### config.mk
export PLATFORM = sky130hd
export DESIGN_NAME = mac_seq
export DESIGN_NICKNAME = d
export VERILOG_FILES = /design/src/rtl/mac_seq.sv
export SDC_FILE = /design/constraint.sdc
export NUM_CORES = 1
export LEC_CHECK = 0
export CAP_MARGIN = 20
export CORE_MARGIN = 2
export CORE_UTILIZATION = 30
export CTS_CLUSTER_SIZE = 40
export DETAILED_ROUTE_END_ITERATION = 10
export SLEW_MARGIN = 20
export SYNTH_ARGS = -nofsm -noshare
export SYNTH_HDL_FRONTEND = slang
export SYNTH_SLANG_ARGS = --single-unit
### constraint.sdc
create_clock -name clk -period 5.9 [get_ports clk]
set_input_delay 0.885 -clock clk [delete_from_list [all_inputs] [get_ports clk]]
set_output_delay 0.885 -clock clk [all_outputs]
set_load 0.05 [all_outputs]
### src/rtl/mac_seq.sv
// mac_seq: burst multiply-accumulate stage.
// Takes a start/len request, accepts len (x,y) operand pairs over a valid/ready
// stream, then presents sum(x*y) on a valid/ready result port.
// Optional: define MAC_SAT_EN to saturate the accumulator and report ovf;
// without it the sum wraps modulo 2^ACC_W and ovf is tied low.
module mac_seq #(
    parameter int WIDTH   = 8,
    parameter int COUNT_W = 4,
    parameter int ACC_W   = 16
) (
    input  logic               clk,
    input  logic               rst_n,
    input  logic               start,
    input  logic [COUNT_W-1:0] len,
    input  logic               in_valid,
    output logic               in_ready,
    input  logic [WIDTH-1:0]   in_x,
    input  logic [WIDTH-1:0]   in_y,
    output logic               out_valid,
    input  logic               out_ready,
    output logic [ACC_W-1:0]   out_acc,
    output logic               busy,
    output logic               err,
    output logic               ovf
);

    typedef enum logic [3:0] {
        IDLE   = 4'h0,
        ACCUM  = 4'h1,
        RESULT = 4'h2
    } state_t;

    // Product is computed at least 2*WIDTH wide so it is never truncated
    // before the explicit resize to ACC_W.
    localparam int PW = (ACC_W > 2*WIDTH) ? ACC_W : 2*WIDTH;

    state_t             state_q, state_d;
    logic [ACC_W-1:0]   acc_q, acc_d;
    logic [ACC_W-1:0]   out_acc_q, out_acc_d;
    logic [COUNT_W-1:0] rem_q, rem_d;
    logic               err_q, err_d;
    logic               ovf_q, ovf_d;
    logic [PW-1:0]      prod_w;
    logic [ACC_W-1:0]   prod;
`ifdef MAC_SAT_EN
    logic [ACC_W:0]     sum;
`else
    logic [ACC_W-1:0]   sum;
`endif

    // Full-precision product resized to accumulator width, then summed
    always_comb begin
        prod_w = PW'(in_x) * PW'(in_y);
        prod   = prod_w[ACC_W-1:0];
`ifdef MAC_SAT_EN
        sum    = {1'b0, acc_q} + {1'b0, prod};
`else
        sum    = acc_q + prod;
`endif
    end

    // Next-state and datapath updates; unused state codes fall back to IDLE
    always_comb begin
        state_d   = state_q;
        acc_d     = acc_q;
        out_acc_d = out_acc_q;
        rem_d     = rem_q;
        err_d     = 1'b0;
        ovf_d     = ovf_q;
        case (state_q)
            IDLE: begin
                if (start) begin
                    if (len != '0) begin
                        state_d = ACCUM;
                        rem_d   = len;
                        acc_d   = '0;
                        ovf_d   = 1'b0;
                    end else begin
                        err_d   = 1'b1;
                    end
                end
            end
            ACCUM: begin
                if (in_valid) begin
`ifdef MAC_SAT_EN
                    // Once clamped, any further add carries again, so acc stays saturated
                    if (sum[ACC_W]) begin
                        acc_d = '1;
                        ovf_d = 1'b1;
                    end else begin
                        acc_d = sum[ACC_W-1:0];
                    end
`else
                    acc_d = sum;
`endif
                    rem_d = rem_q - COUNT_W'(1);
                    if (rem_q == COUNT_W'(1)) begin
                        state_d   = RESULT;
                        // Result register only changes when a burst completes
                        out_acc_d = acc_d;
                    end
                end
            end
            RESULT: begin
                if (out_ready) state_d = IDLE;
            end
            default: state_d = IDLE;
        endcase
    end

    // State and datapath registers, cleared asynchronously
    always_ff @(posedge clk or negedge rst_n) begin
        if (!rst_n) begin
            state_q   <= IDLE;
            acc_q     <= '0;
            out_acc_q <= '0;
            rem_q     <= '0;
            err_q     <= 1'b0;
            ovf_q     <= 1'b0;
        end else begin
            state_q   <= state_d;
            acc_q     <= acc_d;
            out_acc_q <= out_acc_d;
            rem_q     <= rem_d;
            err_q     <= err_d;
            ovf_q     <= ovf_d;
        end
    end

    assign in_ready  = (state_q == ACCUM);
    assign out_valid = (state_q == RESULT);
    assign busy      = (state_q != IDLE);
    assign out_acc   = out_acc_q;
    assign err       = err_q;
`ifdef MAC_SAT_EN
    assign ovf       = ovf_q;
`else
    assign ovf       = 1'b0;
`endif

endmodule
==> results of run 1 <==
-- Yosys cell counts, types with 2 or more instances --
cell	count	area [sq um]
a21o_1	4	30.0
ha_1	37	463
xor2_1	5	43.8
nor2_1	9	33.8
nor3_1	3	15.0
buf_6	3	33.8
dfrtp_1	39	976
inv_1	96	360
and2_1	36	225
nor3b_1	2	15.0
o21ai_0	11	55.1
xnor2_1	9	78.8
clkbuf_1	4	15.0
nand2b_1	3	18.8
fa_1	50	1000
mux2_2	12	135
a21oi_1	9	45.0
buf_2	2	10.0
or2_2	3	18.8
mux2i_1	3	30.0
nand2_1	47	176
a22o_1	12	105
a31oi_1	5	31.3
a21oi_2	2	17.5
o211ai_1	3	22.5
-- final cells by class --
class | count | area share
Clock buffer | 6 | 0.0285
Inverter | 96 | 0.0738
Timing Repair Buffer | 47 | 0.0938
Clock inverter | 2 | 0.00718
Tap cell | 176 | 0.0451
Multi-Input combinational cell | 282 | 0.552
Sequential cell | 39 | 0.200
-- worst register-to-register path, cell delays in order (launching register included) --
cell     delay (ps)
dfrtp_1         350
inv_1            70
fa_1            530
inv_1            50
fa_1            490
inv_1            50
fa_1            460
fa_1            550
inv_1            40
ha_1            350
a21o_1          180
a21oi_1         210
a21oi_1         170
o21ai_0         230
xnor2_1         120
mux2_2          270
-- logic make-up (layout without fill, tap and decap cells) --
logic type,count (synthesis),after routing,synth area share
buf+inv,107,151,0.109
compound gates,55,55,0.0930
fa+ha+maj,87,87,0.356
mux,15,15,0.0401
other cells,1,1,0.000911
flops,39,39,0.237
xor+xnor,14,14,0.0298
simple gates,110,110,0.135
-- registers in the layout (all words and copies together) (netlist names) --
signal   flops
acc_q       16
out_acc     16
err          1
rem_q        4
state_q      2
-- metal layers --
| metal | GRT usage | wire [um] | up-vias |
|---|---|---|---|
| met5 | 0 | 0 | - |
| met4 | 0.0269 | 123 | 0 |
| li1 | - | - | 1426 |
| met2 | 0.222 | 4250 | 47 |
| met1 | 0.177 | 4000 | 1464 |
| met3 | 0.0226 | 280 | 11 |
-- stage by stage --
| stage | hold slack [ps] | area [sq um] | cells |
|---|---|---|---|
| final | 485 | 4880 | 648 |
| after floorplan | 449 | 4120 | 428 |
| after CTS | 488 | 4880 | 648 |
| after global routing | 519 | 4880 | 648 |
| after global placement | 474 | 4710 | 640 |
| after detailed placement | 475 | 4710 | 640 |
-- worst max path at each step --
stage | depth (start not counted) | startpoint | slack, ps | end
finish | 16 | in_x[5] | 520 | acc_q[14]
global route | 16 | in_x[5] | 280 | acc_q[14]
CTS | 15 | in_y[5] | 500 | acc_q[14]
detailed placement | 15 | in_y[5] | 210 | acc_q[14]
global placement | 16 | in_x[5] | 250 | out_acc[14]
floorplan | 14 | in_y[5] | 1080 | acc_q[14]
==> results.yml, run 1 <==
status:
  status: "complete, no violations"
sta:
  hold_viol_final: 0
  period_minus_slack_ps: 5380
  final.period_utilization: 0.912
  setup_viol: 0
  tightest_slew_ps: 950
  rsz0062_at_grt: "false"
  max_freq_mhz: 186
  slew_violations: 0
  finalSetupTns_ps: 0
  slew_headroom: 0.367
  finalClockSkew_ps: 4.59
  timing.final.ws_setup_ps: 520
detailed_routing:
  drt-vias-per-instance: 4.55
  ant_nets: 0
  wl_per_cell_um: 13.3
  dr.first_iter.drc_count: 139
  wirelength_um: 8650
  drt_pre_antenna_iters: 4
  drcViolationCount: 0
  vias: 2948
global_routing:
  grt_pass1_vias: 3162
  grt_pass1_wl_um: 15500
  antenna_found_initial: 0
  grt_max_degree: 40
  grt_use_total: 0.131
  grt_overflow: 0
critical_path:
  worst_r2r_endpoint: "out_acc[12]"
  reg2reg_depth: 15
  critPathTopFamily: "adder cells"
  cp.required_ps: 6050
  rrSetupSlack_ps: 1670
  start_kind: "input port"
  crit_path_end_kind: "flop"
  crit_top_cell: "fa_1"
  crit_slowest_cell: "clkdlybuf4s50_1"
  r2r_start: "acc_q[6]"
  path_buf_inv: 4
  arrival_ps: 5530
  worstPathCellList: "clkdlybuf4s50_1, nand2_1, fa_1, inv_1, fa_1, fa_1, inv_1, fa_1, inv_1, ha_1, a21o_1, a211o_1, a31o_1, a221oi_2, xor2_1, o21ai_0"
  slowest_delay_ps: 630
  path_class: "in2reg"
  crit_fanout: 8
cts:
  worstSkewPairLatency_ps: 280
  cts_tree: "yes"
  h-tree-depth: 2
  cts_root_buffer: "clkbuf_16"
  clk_pin_slew_ps: 60
  cts_inserted_buffers: 5
  numClockSinks: 39
  clock_path_buffers: 2
  postCtsHoldBufs: 0
  cts_resized: 0
  postCtsSetupBuffers: 0
synthesis:
  synthCells: 428
  syn_area_sq_mm: 0.00412
  yosysWarnings: 0
  synth_edf_count: 0
  synth_ff_type: "dfrtp_1"
  synth_seq_cells: 39
  synth_nets: 540
  synthArstFlopShare: 1.00
  synth_cell_types: 44
  syn_avg_cell_area_sq_um: 9.61
  ys_seq_area_frac: 0.237
min_path:
  whs_endpoint: "acc_q[4]"
  min_delay_path_depth: 2
  min-delay-start: "acc_q[4]"
  hold_path_class: "reg2reg"
floorplan:
  initial_core_util: 0.310
  die_height_um: 121
  core_sq_mm: 0.0133
  std_cell_rows: 42
  io_pins: 46
  die_w_um: 121
  dieArea_sq_mm: 0.0147
finish:
  final_cell_mix: "96 x inv_1, 50 x fa_1, 47 x nand2_1, 43 x clkdlybuf4s50_1, 39 x dfrtp_1"
  fillers: 1324
  area_delta_synth_final_pct: 18.6
  multi_input_area_sq_mm: 0.00269
  nets: 583
  drive_above_1_share: 0.0678
  fin_util: 0.367
  layout_commonest_cell: "inv_1"
  diodes: 0
  final-seq-area_sq_um: 976
flow_run:
  drv_cap: 0
place:
  port_buffers: 44
  gp_congestion: 0.808
  place_hpwl_um: 7270
  place_ws_ps: 212
Power of run 1 is left out: the tool's default activity adds up to more than one toggle a clock period on the data nets, which glitch-free logic cannot reach.
==> inputs of run 2 (changes only) <==
Settings changed: CORE_ASPECT_RATIO set to 1.4.
==> run 2 against run 1 <==
  * Wire length rose by 2.3%
  * Maximum frequency rose by 0.10%
  * Sequential cell count did not move
  * Clock-buffer cell count did not move
  * Global-route usage rose by 0.14 points
  * Sequential share of layout area fell by 0.12 points
  * Critical path depth did not move
  * Worst hold slack improved by 1.9 ps
  * Via count fell by 1.6%
  * Utilization barely moved
  * Clock skew barely moved
  * Final cell count rose by 1.4%
  * Critical path type unchanged
==> results.yml, run 2 (synthesized netlist as in run 1, its figures left out) <==
detailed_routing:
  wl_per_cell_um: 13.5
  dr.first_iter.drc_count: 66
  vias: 2901
  drt_pre_antenna_iters: 4
  ant_nets: 0
  drt-vias-per-instance: 4.42
  wirelength_um: 8850
  drcViolationCount: 0
finish:
  final_cell_mix: "96 x inv_1, 50 x fa_1, 47 x nand2_1, 43 x clkdlybuf4s50_1, 39 x dfrtp_1"
  nets: 586
  area_delta_synth_final_pct: 19.3
  layout_commonest_cell: "inv_1"
  diodes: 0
  stdcell_count: 657
  drive_above_1_share: 0.0737
power:
  p_per_area_mw_per_mm2: 608
  power.total_mw: 2.99
  vdd_ir_drop_max_uv: 230
  cellLeakagePower_nw: 2.47
critical_path:
  start_kind: "input port"
  crit_path_end_kind: "flop"
  cp.required_ps: 6030
  path_class: "in2reg"
  arrival_ps: 5500
  crit_fanout: 5
sta:
  period_minus_slack_ps: 5370
  finalSetupTns_ps: 0
  final.period_utilization: 0.911
  tightest_slew_ps: 918
  setup_viol: 0
  finalClockSkew_ps: 4.69
  slew_headroom: 0.388
  max_freq_mhz: 186
  fin_hold_ws_ps: 487
  hold_viol_final: 0
  rsz0062_at_grt: "false"
  slew_violations: 0
floorplan:
  die_w_um: 103
  io_pins: 46
  die_height_um: 143
  initial_core_util: 0.307
  std_cell_rows: 50
  dieArea_sq_mm: 0.0147
  core_sq_mm: 0.0134
cts:
  numClockSinks: 39
  clk_pin_slew_ps: 60
  worstSkewPairLatency_ps: 280
  cts_tree: "yes"
  h-tree-depth: 2
  cts_root_buffer: "clkbuf_16"
  postCtsHoldBufs: 0
  cts_resized: 0
  postCtsSetupBuffers: 0
  cts_inserted_buffers: 5
  clock_path_buffers: 2
global_routing:
  grtUsageMet1: 0.165
  antenna_found_initial: 0
  grt_pass1_vias: 3241
  grt_overflow: 0
  grt_pass1_wl_um: 15400
  grt_busiest_layer: "met2"
  grt_use_total: 0.133
  grtUsageMet3: 0.0152
  grt_max_degree: 40
  use_met2: 0.229
place:
  port_buffers: 44
  place_inst: 649
  place_hpwl_um: 7470
  gp_congestion: 0.801
min_path:
  hold_path_class: "reg2reg"
flow_run:
  drv_cap: 0
status:
  status: "complete, no violations"
[run 2: cell count changes in the layout (fill, tap and decap cells not counted)]
cell | before | now
buf_4 | 3 | 6
[run 2: layer usage]
metal | vias up | routed length, um | share of wire
li1 | 1424 | - | -
met1 | 1421 | 3890 | 0.44
met2 | 40 | 4460 | 0.50
met3 | 16 | 227 | 0.026
met4 | 0 | 270 | 0.031
met5 | - | 0 | 0
[run 2: stage by stage]
step                cell area (sq um)  setup WS [ps]   util
floorplan                        4120           1080      -
global placement                 4740            311  0.354
detailed placement               4740            233  0.354
CTS                              4910            516  0.367
global route                     4910            233  0.367
finish                           4910            526  0.367
[run 2: cell type report]
type,instances,area [sq um]
Clock buffer,6,139
Clock inverter,2,35.0
Fill cell,1361,8480
Inverter,96,360
Multi-Input combinational cell,282,2690
Sequential cell,39,976
Tap cell,182,228
Timing Repair Buffer,50,480
[run 2: worst max-delay path: stages]
cell	delay, ps
clkdlybuf4s50_1	600
nand2_1	120
fa_1	540
inv_1	60
fa_1	500
fa_1	560
inv_1	60
fa_1	530
inv_1	40
ha_1	360
a21o_1	200
a211o_1	300
a31o_1	240
a31oi_1	190
mux2i_1	210
o211ai_1	100
[run 2: where the power goes]
part | switching, mW | leakage (nW) | internal, mW
clock | 0.104 | 0.0868 | 0.210
sequential | 0.0833 | 0.493 | 0.392
combinational | 1.28 | 1.89 | 0.921
[run 2: worst paths after layout]
kind	startpoint	end	slack (ps)	cells past startpoint
max in group asynchronous	rst_n	out_acc[15]	4630	1
setup / recovery	in_y[4]	out_acc[14]	530	16
min in group asynchronous	rst_n	out_acc[2]	720	1
hold / removal	acc_q[4]	acc_q[4]	490	2
setup reg to reg	acc_q[6]	out_acc[12]	1660	15
hold reg to reg	acc_q[4]	acc_q[4]	490	2
Power figures use the tool's default switching activity.
==> inputs of run 3 (changes only) <==
--- a/config.mk
+++ b/config.mk
@@ -6,5 +6,4 @@
 export NUM_CORES = 1
 export LEC_CHECK = 0
-export CAP_MARGIN = 20
 export CORE_ASPECT_RATIO = 1.4
 export CORE_MARGIN = 2
==> constraint.sdc (replaced) <==
create_clock -name clk -period 5.9 [get_ports clk]
set_input_delay 0.59 -clock clk [delete_from_list [all_inputs] [get_ports clk]]
set_output_delay 0.59 -clock clk [all_outputs]
set_load 0.05 [all_outputs]
==> run 3 against run 2 <==
  * Maximum frequency is 3.2% higher
  * Worst hold slack got worse by 76 ps
  * Clock power is 2% lower
  * Global-route usage rose by 0.13 points
  * Clock-buffer cell count is 1 lower
  * Final cell count is 0.76% lower
  * Sequential cell count stayed put
  * Non-clock buffer count down 5
  * Critical path type unchanged
==> results.yml, run 3 (synthesized netlist as in run 1, its figures left out) <==
global_routing:
  grt_pass1_wl_um: 15600
  grt_use_total: 0.134
  grt_max_degree: 40
  grt_overflow: 0
  grt_pass1_vias: 3240
  antenna_found_initial: 0
critical_path:
  reg2reg_depth: 15
  slowest_delay_ps: 650
  arrival_ps: 5370
  cp.required_ps: 6060
  crit_slowest_cell: "clkdlybuf4s50_1"
  path_depth: 16
  r2r_start: "acc_q[6]"
  startpoint: "in_x[5]"
  crit_top_cell: "fa_1"
  worstPathCellList: "clkdlybuf4s50_1, nand2_1, fa_1, inv_1, fa_1, fa_1, inv_1, fa_1, inv_1, ha_1, a21o_1, a211o_1, a31o_1, a221oi_2, xor2_1, o21ai_0"
  crit_path_end_kind: "flop"
  start_kind: "input port"
  critPathTopFamily: "adder cells"
  crit_fanout: 8
  path_buf_inv: 4
  path_class: "in2reg"
sta:
  max_freq_mhz: 192
  setup_viol: 0
  hold_viol_final: 0
  finalSetupTns_ps: 0
  timing.final.ws_setup_ps: 694
  period_minus_slack_ps: 5210
  final.period_utilization: 0.882
  slew_headroom: 0.369
  rsz0062_at_grt: "false"
  tightest_slew_ps: 947
  slew_violations: 0
  finalClockSkew_ps: 9.87
power:
  vdd_ir_drop_max_uv: 210
  swShare: 0.492
  cellLeakagePower_nw: 2.44
  seq_power_share: 0.160
  p_clk_frac: 0.104
  combPwrFrac: 0.737
  p_per_area_mw_per_mm2: 612
  p_switching_mw: 1.47
  p_int_mw: 1.51
detailed_routing:
  vias: 2890
  wirelength_um: 8700
  drcViolationCount: 0
  ant_nets: 0
  drt-vias-per-instance: 4.43
  dr.first_iter.drc_count: 76
  wl_per_cell_um: 13.3
  drt_pre_antenna_iters: 4
floorplan:
  std_cell_rows: 50
  core_sq_mm: 0.0134
  initial_core_util: 0.307
  dieArea_sq_mm: 0.0147
  die_w_um: 103
  io_pins: 46
  die_height_um: 143
finish:
  diodes: 0
  layout_commonest_cell: "inv_1"
  fillers: 1393
  nets: 581
  fin_util: 0.364
  final_cell_mix: "96 x inv_1, 50 x fa_1, 47 x nand2_1, 43 x clkdlybuf4s50_1, 39 x dfrtp_1"
  area_delta_synth_final_pct: 18.3
  drive_above_1_share: 0.0638
  design_area_sq_mm: 0.00487
place:
  gp_congestion: 0.815
  place_hpwl_um: 7290
  place_ws_ps: 421
  placed_area_sq_mm: 0.00470
  port_buffers: 44
cts:
  cts_resized: 0
  h-tree-depth: 2
  cts_root_buffer: "clkbuf_16"
  clk_pin_slew_ps: 60
  clock_path_buffers: 2
  cts_tree: "yes"
  postCtsSetupBuffers: 0
  worstSkewPairLatency_ps: 290
  numClockSinks: 39
  postCtsHoldBufs: 0
  cts_inserted_buffers: 5
flow_run:
  drv_cap: 0
min_path:
  hold_path_class: "in2async"
status:
  status: "complete, no violations"
run 3: cell count changes in the layout (fill, tap and decap cells not counted), sizes merged:
| cell | before | now |
|---|---|---|
| buf | 7 | 2 |
| clkinv | 1 | 2 |
| clkbuf | 6 | 5 |
run 3: per-stage QoR:
step	hold slack (ps)	instances	total power, mW
CTS	443	652	3.02
detailed placement	484	644	2.68
global route	495	652	3.32
global placement	467	644	2.64
finish	411	652	2.98
floorplan	294	428	2.18
run 3: worst paths after layout:
| check | slack (ps) | end |
|---|---|---|
| max in group asynchronous | 4920 | acc_q[10] |
| hold / removal | 410 | err |
| setup reg to reg | 1580 | out_acc[12] |
| setup / recovery | 690 | acc_q[14] |
| min in group clk | 490 | acc_q[14] |
| hold reg to reg | 490 | acc_q[14] |
run 3: worst reg2reg max path, stage by stage, from the launching register on:
cell,delay [ps]
dfrtp_1,350
inv_1,70
fa_1,530
inv_1,50
fa_1,500
inv_1,50
fa_1,470
fa_1,560
inv_1,50
ha_1,360
a21o_1,180
a21oi_1,220
a21oi_1,180
o21ai_0,240
xnor2_1,130
mux2_2,270
run 3: routing by layer:
metal	vias up	global-route usage	share of wire
met5	-	0	0
met4	0	0.0672	0.039
met3	18	0.0147	0.032
met2	57	0.222	0.49
met1	1391	0.170	0.44
li1	1424	-	-
run 3: area by class of cell:
type,instances,area (sq um),share of cell area
inverters,96,360,0.0740
multi-input cells,282,2690,0.553
well taps,182,228,0.0468
flip-flops and latches,39,976,0.200
repair buffers,45,443,0.0910
clock buffers,5,125,0.0257
clock inverters,3,43.8,0.00900
run 3: power groups by stage:
stage / registers, mW / clock network [mW] / logic (mW)
floorplan: 0.624 / 0 / 1.55
CTS: 0.477 / 0.317 / 2.22
global route: 0.492 / 0.329 / 2.50
finish: 0.475 / 0.309 / 2.19
detailed placement: 0.480 / 0 / 2.20
global placement: 0.477 / 0 / 2.16
==> patch 1: new RTL, settings of run 3 <==
The parameter `WIDTH` goes from 8 to 7.
--- a/src/rtl/mac_seq.sv
+++ b/src/rtl/mac_seq.sv
@@ -4,7 +4,7 @@
 // Optional: define MAC_SAT_EN to saturate the accumulator and report ovf;
 // without it the sum wraps modulo 2^ACC_W and ovf is tied low.
 module mac_seq #(
-    parameter int WIDTH   = 8,
+    parameter int WIDTH   = 7,
     parameter int COUNT_W = 4,
     parameter int ACC_W   = 16
 ) (
Interface: changed (resized in_x and in_y); port bits go from 46 to 44. No check against the original RTL was run, so the function may have changed too.
==> patch 1 against run 3 <==
- combinational power decreased by 11%
- setup slack better by 0.12 ns
- sequential share of layout area increased by 1.5 points
- routed wire length grew 0.39%
- synthesized area is 6.5% lower
- power shrank 9.9%
- sequential cell count unchanged
- final area is 6.9% lower
==> patch 1: results (changes against run 3) <==
cts:
  cts_setup_buffers: 0  # unchanged
  cts_max_level: 2  # unchanged
  cts_root_buf: "clkbuf_16"  # unchanged
  clock_latency_ns: 0.28
  clk_pin_slew_ns: 0.06  # about the same
  cts_resized: 0  # unchanged
  numCtsBuffers: 5  # unchanged
  clockBufferDepth: 2  # unchanged
logic_synthesis:
  ys.flop_type: "dfrtp_1"  # unchanged
  synth.distinct_cells: 58  # was 44
  postSynth.asyncResetShare_pct: 100  # unchanged
  synth_seq_area_share_pct: 25.4  # was 23.7%
  syn_nets: 512  # was 540
  synth_common_cells: "73 x inv_1, 53 x nand2_1, 40 x ha_1"  # was 96 x inv_1, 50 x fa_1, 47 x nand2_1
  synth_area_leaders: "dfrtp_1 25%, fa_1 19%, ha_1 13%"  # was fa_1 24%, dfrtp_1 24%, ha_1 11%
  yosys_warnings: 0  # unchanged
global_routing:
  grt_start_max_net_pins: 40  # unchanged
  grt_pass1_wl_um: 15100  # was 15600 um
  grt_pass1_vias: 3111  # was 3240
  antenna_found_initial: 0  # unchanged
  grt_use_total_pct: 13.5  # was 13.4%
cells_and_area:
  nets: 551  # was 581
  num-fill-cells: 1323  # was 1393
  final_layout_size_suffix_gt1_share_pct: 5.74  # was 6.38%
  diodes: 0  # unchanged
placement:
  port_buffers: 42  # was 44
  place_area_sq_um: 4390  # was 4700 sq um
  hpwl_um: 6940  # was 7290 um
  place_congestion: 0.842  # was 0.815
pwr:
  irDropWorstVdd_mv: 0.274  # was 0.210 mV
  intPower_w: 0.00133  # was 0.00151 W
  cellLeakagePower_nw: 2.23  # was 2.44 nW
routing:
  route.vias.total: 2907  # was 2890
  first_iter_violations: 128  # was 76
  first_pass_iters: 4  # unchanged
  ant_nets: 0  # unchanged
  wl_per_cell_um: 14.4  # was 13.3 um
sta:
  slew_headroom_pct: 33.1  # was 36.9%
  final.setup_skew_ns: 0.00293  # was 0.00987 ns
critical_path:
  cp_max_fo: 7  # was 8
  worstPathArrival_ns: 5.25  # was 5.37 ns
worst_hold_path:
  hold_path_class: "in2async"  # unchanged
status:
  outcome: "completed"  # unchanged
[patch 1: cell count changes after synthesis, moves of 4 or more]
cell     delta
and2_1      -6
fa_1       -14
inv_1      -23
mux2_2      -6
nand2_1     +6
nor2_1      +4
[patch 1: worst paths after layout]
check                      slack [ns]     endpoint  depth (start not counted)        from
min reg2reg                      0.47   out_acc[0]                          2  out_acc[0]
max in group asynchronous        4.87   out_acc[1]                          1       rst_n
min in group clk                 0.47   out_acc[0]                          2  out_acc[0]
max                              0.81  out_acc[15]                         16     in_x[0]
min                              0.45  out_acc[15]                          1       rst_n
max reg2reg                      2.09  out_acc[15]                         14    acc_q[6]
[patch 1: kinds of logic after synthesis]
logic type / share of synthesized area (%)
AND/OR/NAND/NOR: 17.3
buffers and inverters: 9.04
adder cells (fa/ha/maj): 31.7
AO/OA/AOI/OAI: 11.8
flip-flops: 25.4
XOR/XNOR: 2.63
multiplexers: 2.02
other: 0.0974
[patch 1: final cells by class]
class / count / area (sq um) / area share (%)
clock buffers: 7 / 133 / 2.93
clock inverters: 1 / 5.00 / 0.110
inverters: 74 / 278 / 6.13
multi-input cells: 289 / 2520 / 55.7
flip-flops and latches: 39 / 976 / 21.5
well taps: 153 / 191 / 4.23
repair buffers: 43 / 423 / 9.33
[patch 1: metal layers]
layer / global-route usage (%) / wire (um) / vias to the layer above
met5: 0 / 0 / -
met1: 18.0 / 4030 / 1420
met2: 23.6 / 4330 / 52
met4: 2.38 / 81 / 0
met3: 1.52 / 293 / 8
li1: - / - / 1427
[patch 1: power by group through the flow]
stage                     clock (W)  sequential [W]  combinational, W
final                      0.000261        0.000480           0.00194
after global routing       0.000276        0.000495           0.00220
after CTS                  0.000266        0.000481           0.00196
after detailed placement          0        0.000483           0.00194
after global placement            0        0.000481           0.00192
after floorplan                   0        0.000621           0.00136
[patch 1: critical path, cell delays in order]
cell and delay, ns:
clkdlybuf4s50_1 0.60, nand2_1 0.13, fa_1 0.55, fa_1 0.56, inv_1 0.06, fa_1 0.54
inv_1 0.06, fa_1 0.53, inv_1 0.04, ha_1 0.38, a21oi_2 0.25, nand2_2 0.11
o2111ai_2 0.26, nand3_1 0.13, xnor3_1 0.19, mux2_2 0.27
[patch 1: stage by stage]
step	hold slack (ns)	instances	worst slack [ns]
2_1_floorplan	0.294	413	1.37
3_3_place_gp	0.462	598	0.622
3_5_place_dp	0.466	598	0.557
4_1_cts	0.480	606	0.808
5_1_grt	0.517	606	0.619
6_report	0.452	606	0.810
==> patch 2: new RTL, settings of run 3 <==
Made on the original files. Put one more register stage on the output `err`, without a reset. The value now appears one clock later. The other outputs are not delayed to match.
--- a/src/rtl/mac_seq.sv
+++ b/src/rtl/mac_seq.sv
@@ -131,7 +131,9 @@
     assign out_valid = (state_q == RESULT);
     assign busy      = (state_q != IDLE);
     assign out_acc   = out_acc_q;
-    assign err       = err_q;
+    always_ff @(posedge clk) begin
+        err <= err_q;
+    end
 `ifdef MAC_SAT_EN
     assign ovf       = ovf_q;
 `else
Function: changed (a bounded check fails within 4 cycles, from zero or initial values and one cycle with rst_n low).
==> patch 2 against run 3 <==
- sequential cell count is 1 higher
- final cell count stayed put
- power is 0.68% higher
- setup slack better by 0.028 ns
- routed wire length is 1.0% higher
- synthesized area is 0.49% higher
- final area is 0.54% higher
- synthesized cell count is 0.23% higher
- clock skew is 0.0058 ns lower
- via count is 1.5% higher
- largest cell class unchanged
- largest power group unchanged
- highest routed layer unchanged
==> patch 2: results (changes against run 3) <==
status:
  outcome: "completed"  # unchanged
logic_synthesis:
  syn_nets: 541  # was 540
  synth_fa_ha_area_share_pct: 35.4  # was 35.6%
  synth_area_leaders: "fa_1 24%, dfrtp_1 24%, ha_1 11%"  # unchanged
  synth-compound-area-share_pct: 9.26  # was 9.30%
  syn_inst: 429  # was 428
  synth.distinct_cells: 45  # was 44
  postSynth.asyncResetShare_pct: 97.5  # was 100%
  synth-xor-area-share_pct: 2.97  # was 2.98%
  synthMuxAreaShare_pct: 3.99  # was 4.01%
  synth_seq_area_share_pct: 24.1  # was 23.7%
cells_and_area:
  clockNetworkAreaShare_pct: 3.73  # was 3.47%
  final-nonclk-buf-share_pct: 8.90  # was 9.10%
  num-nonclk-buffers: 44  # was 45
  nFlopsAndLatches: 40  # was 39
  num-fill-cells: 1387  # was 1393
  multi_input_area_share_pct: 55.0  # was 55.3%
  final_layout_size_suffix_gt1_share_pct: 6.17  # was 6.38%
  nClkBuffers: 7  # was 5
  seq_area_sq_um: 996  # was 976 sq um
  inv_count: 96  # unchanged
global_routing:
  grt_pass1_vias: 3225  # was 3240
  grt_pass1_wl_um: 15600  # about the same
  grt_use_total_pct: 13.5  # was 13.4%
sta:
  final.setup_skew_ns: 0.00411  # was 0.00987 ns
  slew_headroom_pct: 39.5  # was 36.9%
  whs_ns: 0.343  # was 0.411 ns
  setup_ws_ns: 0.722  # was 0.694 ns
routing:
  first_iter_violations: 99  # was 76
  wirelength_um: 8790  # was 8700 um
  route.vias.total: 2932  # was 2890
critical_path:
  r2r_cells: 15  # unchanged
  crit_path_end: "out_acc[14]"  # was acc_q[14]
  worstPathArrival_ns: 5.30  # was 5.37 ns
  cp_slowest_cell: "clkdlybuf4s50_1"  # unchanged
  cpPeakStageDelay_ns: 0.67  # was 0.65 ns
  ff2ff_setup_slack_ns: 1.59
  r2r-start: "acc_q[6]"  # unchanged
  cp-startpoint: "in_x[5]"  # unchanged
placement:
  place_congestion: 0.798  # was 0.815
  hpwl_um: 7310  # was 7290 um
  place_area_sq_um: 4710  # was 4700 sq um
  dpl_worst_slack_ns: 0.408  # was 0.421 ns
pwr:
  cellLeakagePower_nw: 2.45  # was 2.44 nW
  irDropWorstVdd_mv: 0.222  # was 0.210 mV
  p_per_area_nw_per_um2: 613  # was 612 nW/um^2
cts:
  cts_setup_buffers: 0  # unchanged
  clock_latency_ns: 0.28
worst_hold_path:
  hold_path_class: "reg2reg"  # was in2async
floorplan:
  core-area_sq_um: 13500  # was 13400 sq um
## patch 2: changes by cell type in the layout (fill, tap and decap cells not counted)
cell      delta
buf_4        -1
clkbuf_8     +2
clkinv_2     -1
clkinv_4     -1
dfxtp_1      +1
## patch 2: power breakdown
part | total, W | switching, W | internal (W)
registers | 0.000482 | 0.0000836 | 0.000399
logic | 0.00219 | 0.00127 | 0.000918
clock network | 0.000328 | 0.000105 | 0.000223
## patch 2: cell families after synthesis
group,after synthesis
other,1
XOR/XNOR,14
AO/OA/AOI/OAI,55
adder cells (fa/ha/maj),87
AND/OR/NAND/NOR,110
buffers and inverters,107
flip-flops,40
multiplexers,15
## patch 2: metal layers
metal	up-vias	share of wire [%]	track usage, %
met1	1456	43	16.7
met4	0	2.0	4.29
li1	1416	-	-
met3	9	3.6	1.66
met2	51	51	24.0
met5	-	0	0
